**src/rtl/uart_pkg.sv**
```systemverilog
// Shared UART definitions: FSM state encoding and line levels.
// The transmit drain and the receiver both use it.
package uart_pkg;

   typedef enum logic [2:0] {
      UART_IDLE   = 3'd0,
      UART_START  = 3'd1,
      UART_DATA   = 3'd2,
      UART_PARITY = 3'd3,
      UART_STOP   = 3'd4
   } uart_state_t;

   localparam logic UART_START_BIT = 1'b0;
   localparam logic UART_STOP_BIT  = 1'b1;

endpackage

```
**src/rtl/uart_baud_cnt.sv**
```systemverilog
// Bit-period timer: latches the divisor on load (0 becomes 1) and pulses bit_tick each latched_div cycles.
// The tick is combinational on the terminal count. No backpressure; it counts only while en is high.
module uart_baud_cnt #(
   parameter int DIV_WIDTH = 16
) (
   input  logic                 clk,
   input  logic                 reset,
   input  logic                 load,
   input  logic                 en,
   input  logic [DIV_WIDTH-1:0] div,
   output logic                 bit_tick
);

   logic [DIV_WIDTH-1:0] div_q;
   logic [DIV_WIDTH-1:0] cnt;

   assign bit_tick = en && (cnt == div_q - DIV_WIDTH'(1));

   always_ff @(posedge clk) begin
      if (reset) begin
         div_q <= '0;
         cnt   <= '0;
      end else if (load) begin
         div_q <= (div == '0) ? DIV_WIDTH'(1) : div;
         cnt   <= '0;
      end else if (en) begin
         cnt <= bit_tick ? '0 : cnt + DIV_WIDTH'(1);
      end
   end

endmodule

```
**src/rtl/uart_tx_drain.sv**
```systemverilog
// Pops bytes from the TX FIFO and sends them as 8N1 frames, or as 8E1 when UART_TX_PARITY_EN is defined. tx falls one cycle after the pop.
// The FIFO is sampled only in IDLE, so back-to-back frames are spaced by one extra stop cycle.
module uart_tx_drain
   import uart_pkg::*;
#(
   parameter int DATA_WIDTH = 8,
   parameter int DIV_WIDTH  = 16
) (
   input  logic                  clk,
   input  logic                  reset,
   input  logic [DIV_WIDTH-1:0]  div,
   input  logic [DATA_WIDTH-1:0] fifo_dout,
   input  logic                  fifo_empty,
   output logic                  fifo_pop,
   output logic                  tx,
   output logic                  busy
);

   localparam int CNT_W = $clog2(DATA_WIDTH) + 1;

   uart_state_t           state, state_nxt;
   logic [DATA_WIDTH-1:0] shreg, shreg_nxt;
   logic [CNT_W-1:0]      bit_cnt, bit_cnt_nxt;
   logic                  tx_nxt;
   logic                  bit_tick;

`ifdef UART_TX_PARITY_EN
   logic parity_q;

   always_ff @(posedge clk) begin
      if (reset)
         parity_q <= 1'b0;
      else if (fifo_pop)
         parity_q <= ^fifo_dout;
   end
`endif

   uart_baud_cnt #(.DIV_WIDTH(DIV_WIDTH)) u_baud (
      .clk      (clk),
      .reset    (reset),
      .load     (fifo_pop),
      .en       (state != UART_IDLE),
      .div      (div),
      .bit_tick (bit_tick)
   );

   // tx_nxt is the line level for the following cycle, so tx stays a clean register output.
   always_comb begin
      state_nxt   = state;
      shreg_nxt   = shreg;
      bit_cnt_nxt = bit_cnt;
      tx_nxt      = UART_STOP_BIT;
      fifo_pop    = 1'b0;
      case (state)
         UART_IDLE: begin
            if (!fifo_empty && !reset) begin
               fifo_pop    = 1'b1;
               state_nxt   = UART_START;
               shreg_nxt   = fifo_dout;
               bit_cnt_nxt = '0;
               tx_nxt      = UART_START_BIT;
            end
         end
         UART_START: begin
            tx_nxt = UART_START_BIT;
            if (bit_tick) begin
               state_nxt = UART_DATA;
               tx_nxt    = shreg[0];
            end
         end
         UART_DATA: begin
            tx_nxt = shreg[0];
            if (bit_tick) begin
               if (bit_cnt == CNT_W'(DATA_WIDTH - 1)) begin
`ifdef UART_TX_PARITY_EN
                  state_nxt = UART_PARITY;
                  tx_nxt    = parity_q;
`else
                  state_nxt = UART_STOP;
                  tx_nxt    = UART_STOP_BIT;
`endif
               end else begin
                  bit_cnt_nxt = bit_cnt + CNT_W'(1);
                  shreg_nxt   = shreg >> 1;
                  tx_nxt      = shreg_nxt[0];
               end
            end
         end
`ifdef UART_TX_PARITY_EN
         UART_PARITY: begin
            tx_nxt = parity_q;
            if (bit_tick)
               state_nxt = UART_STOP;
         end
`endif
         UART_STOP: begin
            if (bit_tick)
               state_nxt = UART_IDLE;
         end
         default: state_nxt = UART_IDLE;
      endcase
   end

   always_ff @(posedge clk) begin
      if (reset) begin
         state   <= UART_IDLE;
         tx      <= UART_STOP_BIT;
         shreg   <= '0;
         bit_cnt <= '0;
      end else begin
         state   <= state_nxt;
         tx      <= tx_nxt;
         shreg   <= shreg_nxt;
         bit_cnt <= bit_cnt_nxt;
      end
   end

   assign busy = (state != UART_IDLE) || fifo_pop;

endmodule

```
**config.mk**
```make
export PLATFORM = sky130hd
export DESIGN_NAME = uart_tx_drain
export DESIGN_NICKNAME = d
export VERILOG_FILES = /design/src/rtl/uart_pkg.sv /design/src/rtl/uart_baud_cnt.sv /design/src/rtl/uart_tx_drain.sv
export SDC_FILE = /design/constraint.sdc
export NUM_CORES = 1
export LEC_CHECK = 0
export CAP_MARGIN = 20
export CORE_UTILIZATION = 57
export CTS_CLUSTER_SIZE = 10
export DETAILED_ROUTE_END_ITERATION = 12
export GPL_TIMING_DRIVEN = 0
export MAX_ROUTING_LAYER = met4
export PLACE_DENSITY = 0.83
export SLEW_MARGIN = 10
export SYNTH_ARGS = -nofsm -noshare
export SYNTH_HDL_FRONTEND = slang
export SYNTH_SLANG_ARGS = --single-unit
```
**constraint.sdc**
```tcl
create_clock -name clk -period 3.95 [get_ports clk]
set_input_delay 0.79 -clock clk [delete_from_list [all_inputs] [get_ports clk]]
set_output_delay 0.79 -clock clk [all_outputs]
set_load 0.03 [all_outputs]
```
==> run_results.csv <==
group,metric,value,unit
status,outcome,"finished clean",
critical_path,r2r-start,"u_baud.div_q[0]$_SDFFE_PP0P_",
logic_synthesis,synthTopCellsByCount,"65 x nand2_1, 48 x dfxtp_1, 40 x nor2_1",
clock_tree,insertion_delay,0.31,ns
logic_synthesis,synth_edf_count,0,
clock_tree,path_clk_slew,0.08,ns
place,dp_hpwl,4.62,mm
sta,relSlewSlack,49.8,%
power_and_ir_drop,swShare,28.1,%
clock_tree,cts_tree,"done",
sta,final_max_slew_viol_count,0,
critical_path,worstPathRequired,3.16,ns
logic_synthesis,synth_cells,369,
power_and_ir_drop,peakVddDrop,0.164,mV
critical_path,worstPathMaxFanout,10,
global_route,grt_use_total,26.8,%
detailed_routing,routed_wl,6.37,mm
logic_synthesis,ys_warn_count,0,
die,start_util,59.3,%
min_path,timing.hold.worst.class,"flop to flop",
critical_path,r2r-end,"shreg[5]$_SDFFE_PP0P_",
global_route,grt_util_met3,3.75,%
final_layout,fillers,399,
power_and_ir_drop,pwr-share-clk,29.8,%
sta,holdWs,0.489,ns
final_layout,drive_gt1_share,4.44,%
place,gp_congestion,0.795,
power_and_ir_drop,power.switching,0.288,mW
sta,worst_slew_pin_slew,0.751,ns
logic_synthesis,syn_area,2800,µm²
global_route,busiest_layer,"met2",
final_layout,syn_to_final_growth,16.5,%
clock_tree,clkSinkCount,48,
final_layout,layout.nets,434,
place,dp_cells,464,
logic_synthesis,synth.most_common_cell,"nand2_1",
clock_tree,cts_made_buffers,5,
global_route,grt_overflow,0,
power_and_ir_drop,combPwrFrac,19.1,%
critical_path,arrival,2.98,ns
flow_run,maxCapViolations,0,
final_layout,layout.cells.non_filler,472,
logic_synthesis,synth-main-ff-cell,"dfxtp_1",
sta,finalSetupViolations,0,
power_and_ir_drop,p_int,0.739,mW
sta,fmax,265,MHz
place,io_buffer_count,28,
logic_synthesis,ys_seq_elements,48,
logic_synthesis,synth_cell_type_count,47,
power_and_ir_drop,p_leak,1.16,nW
die,io_pins,30,
clock_tree,ctsHoldBuffers,0,
logic_synthesis,ys_top_cells_by_area,"dfxtp_1 34%, nand2_1 8.7%, xnor2_1 5.6%",
detailed_routing,drt_first_iter_violations,163,
detailed_routing,drcViolationCount,0,
logic_synthesis,synthArstFlopShare,0,%
clock_tree,cts_buffer_depth,2,
die,die_w,72.1,µm
logic_synthesis,yosys.area.top_type,"dfxtp_1",
critical_path,startpoint,"reset",
global_route,antenna_found_initial,0,
sta,hold_viol_final,0,
clock_tree,root_buffer,"clkbuf_8",
logic_synthesis,synth_area_per_cell,7.59,µm²
sta,finalCritPeriodShare,95.4,%
die,die_area,5190,µm²
die,rows,25,
critical_path,crit_end,"fifo_pop",
critical_path,r2r_cells,12,
final_layout,antenna_cells,0,
critical_path,regToRegSetupSlack,0.54,ns
power_and_ir_drop,p_per_area,315,nW/µm²
global_route,grt_max_degree,15,
power_and_ir_drop,pwr-share-seq,51.1,%
logic_synthesis,synth_top_cell_area_share,34.3,%
sta,rsz0062_at_grt,"no",
logic_synthesis,syn_nets,399,
die,die_y,72.1,µm
critical_path,start_kind,"primary input",
global_route,grt_pass1_wl,10.8,mm
die,core_area,4720,µm²
global_route,met2_usage,47.7,%
global_route,grt_pass1_vias,2525,
detailed_routing,drt-vias-per-instance,5.69,
global_route,grtUsageMet1,30.5,%
logic_synthesis,yosysSeqAreaShare,34.3,%
sta,fin_crit,3.77,ns
detailed_routing,detail_route.first_pass.iterations,4,
clock_tree,cts_post_setup_buffers_inserted,0,
critical_path,crit_type,"primary input to primary output",
detailed_routing,vias,2687,
critical_path,cp-end-kind,"primary output",
detailed_routing,detail-route-antenna-nets,0,
detailed_routing,avgRoutedWirePerCell,13.5,µm
clock_tree,h-tree-depth,2,
min_path,whs_path_depth,2,
sta,skew,0.0113,ns
[cell usage in the layout, fill, tap and decap left out, drive strengths merged, types with 3 or more instances in the layout]
cell            n
xnor2          18
inv             6
nor4            7
ha              3
nand2          65
nand3          18
and3            3
nor3           10
o21ai          20
o221ai          7
nor2           40
nor2b           4
a21o            3
xor2           15
o211ai          3
or4             5
o31ai           4
clkbuf         22
clkdlybuf4s50  28
nand3b          5
or3             3
nand2b         15
buf             4
dfxtp          48
nand4           7
a21oi          16
[power groups by stage]
stage / Combinational [mW] / Sequential, mW / Clock (mW)
after CTS: 0.197 / 0.524 / 0.315
final: 0.197 / 0.525 / 0.306
after detailed placement: 0.195 / 0.536 / 0
after global routing: 0.218 / 0.528 / 0.332
after floorplan: 0.137 / 0.530 / 0
after global placement: 0.191 / 0.535 / 0
[critical path: stages]
cell	delay, ns
buf_2	0.16
or3_1	0.38
nor3_2	0.49
clkbuf_1	0.41
clkdlybuf4s50_1	0.75
[metrics by stage]
| stage | TNS [ns] | worst slack, ns | total power, mW | util (%) | instance area (µm²) |
|---|---|---|---|---|---|
| after floorplan | 0 | 0.825 | 0.667 | - | 2800 |
| after global placement | -0.136 | -0.136 | 0.726 | 67.0 | 3160 |
| after detailed placement | -0.157 | -0.157 | 0.731 | 67.0 | 3160 |
| after CTS | 0 | 0.166 | 1.04 | 69.1 | 3260 |
| after global routing | 0 | 0.0574 | 1.08 | 69.1 | 3260 |
| final | 0 | 0.181 | 1.03 | 69.1 | 3260 |
[registers in the layout (all words and copies together) (netlist names)]
register	count
bit_cnt	4
u_baud.cnt	16
shreg	8
tx	1
u_baud.div_q	16
state	3
[repair_timing]
action | in CTS | in global routing
setup endpoints to repair | 1 | 0
gates resized for setup | 1 | 0
endpoints found under the hold margin | 0 | 0
[kinds of logic (layout without fill, tap and decap cells)]
family                     count (synthesis)  after routing  synth area share, %
muxes                                      4              4                 1.52
adders and majority gates                  3              3                 1.34
buffers and inverters                     25             61                 3.49
DFF                                       48             48                 34.3
AOI/OAI and AO/OA                         65             65                 15.4
xor gates and xnor gates                  33             33                 10.3
and+or+nand+nor                          191            191                 33.6
[worst min-delay path by stage]
stage,startpoint,endpoint,slack (ns)
after CTS,bit_cnt[3]$_SDFFE_PP0P_,bit_cnt[3]$_SDFFE_PP0P_,0.49
after detailed placement,bit_cnt[3]$_SDFFE_PP0P_,bit_cnt[3]$_SDFFE_PP0P_,0.47
after global placement,bit_cnt[3]$_SDFFE_PP0P_,bit_cnt[3]$_SDFFE_PP0P_,0.47
after floorplan,bit_cnt[3]$_SDFFE_PP0P_,bit_cnt[3]$_SDFFE_PP0P_,0.45
after global routing,u_baud.cnt[1]$_SDFFE_PP0N_,u_baud.cnt[1]$_SDFFE_PP0N_,0.52
final,bit_cnt[3]$_SDFFE_PP0P_,bit_cnt[3]$_SDFFE_PP0P_,0.49
[layer usage]
layer | vias to the layer above | part of all wire, %
met4 | 0 | 1.8
met3 | 14 | 3.9
met5 | - | 0
met2 | 63 | 50
li1 | 1363 | -
met1 | 1247 | 44
[area by class of cell]
class | count | area, µm² | area share, %
plain buffers | 19 | 75.1 | 2.30
clock buffers | 7 | 86.3 | 2.65
clock inverters | 1 | 7.51 | 0.230
inverters | 6 | 22.5 | 0.690
multi-input cells | 296 | 1750 | 53.5
flip-flops and latches | 48 | 961 | 29.5
well taps | 67 | 83.8 | 2.57
repair buffers | 28 | 280 | 8.59
(Power assumes the default switching activity.)
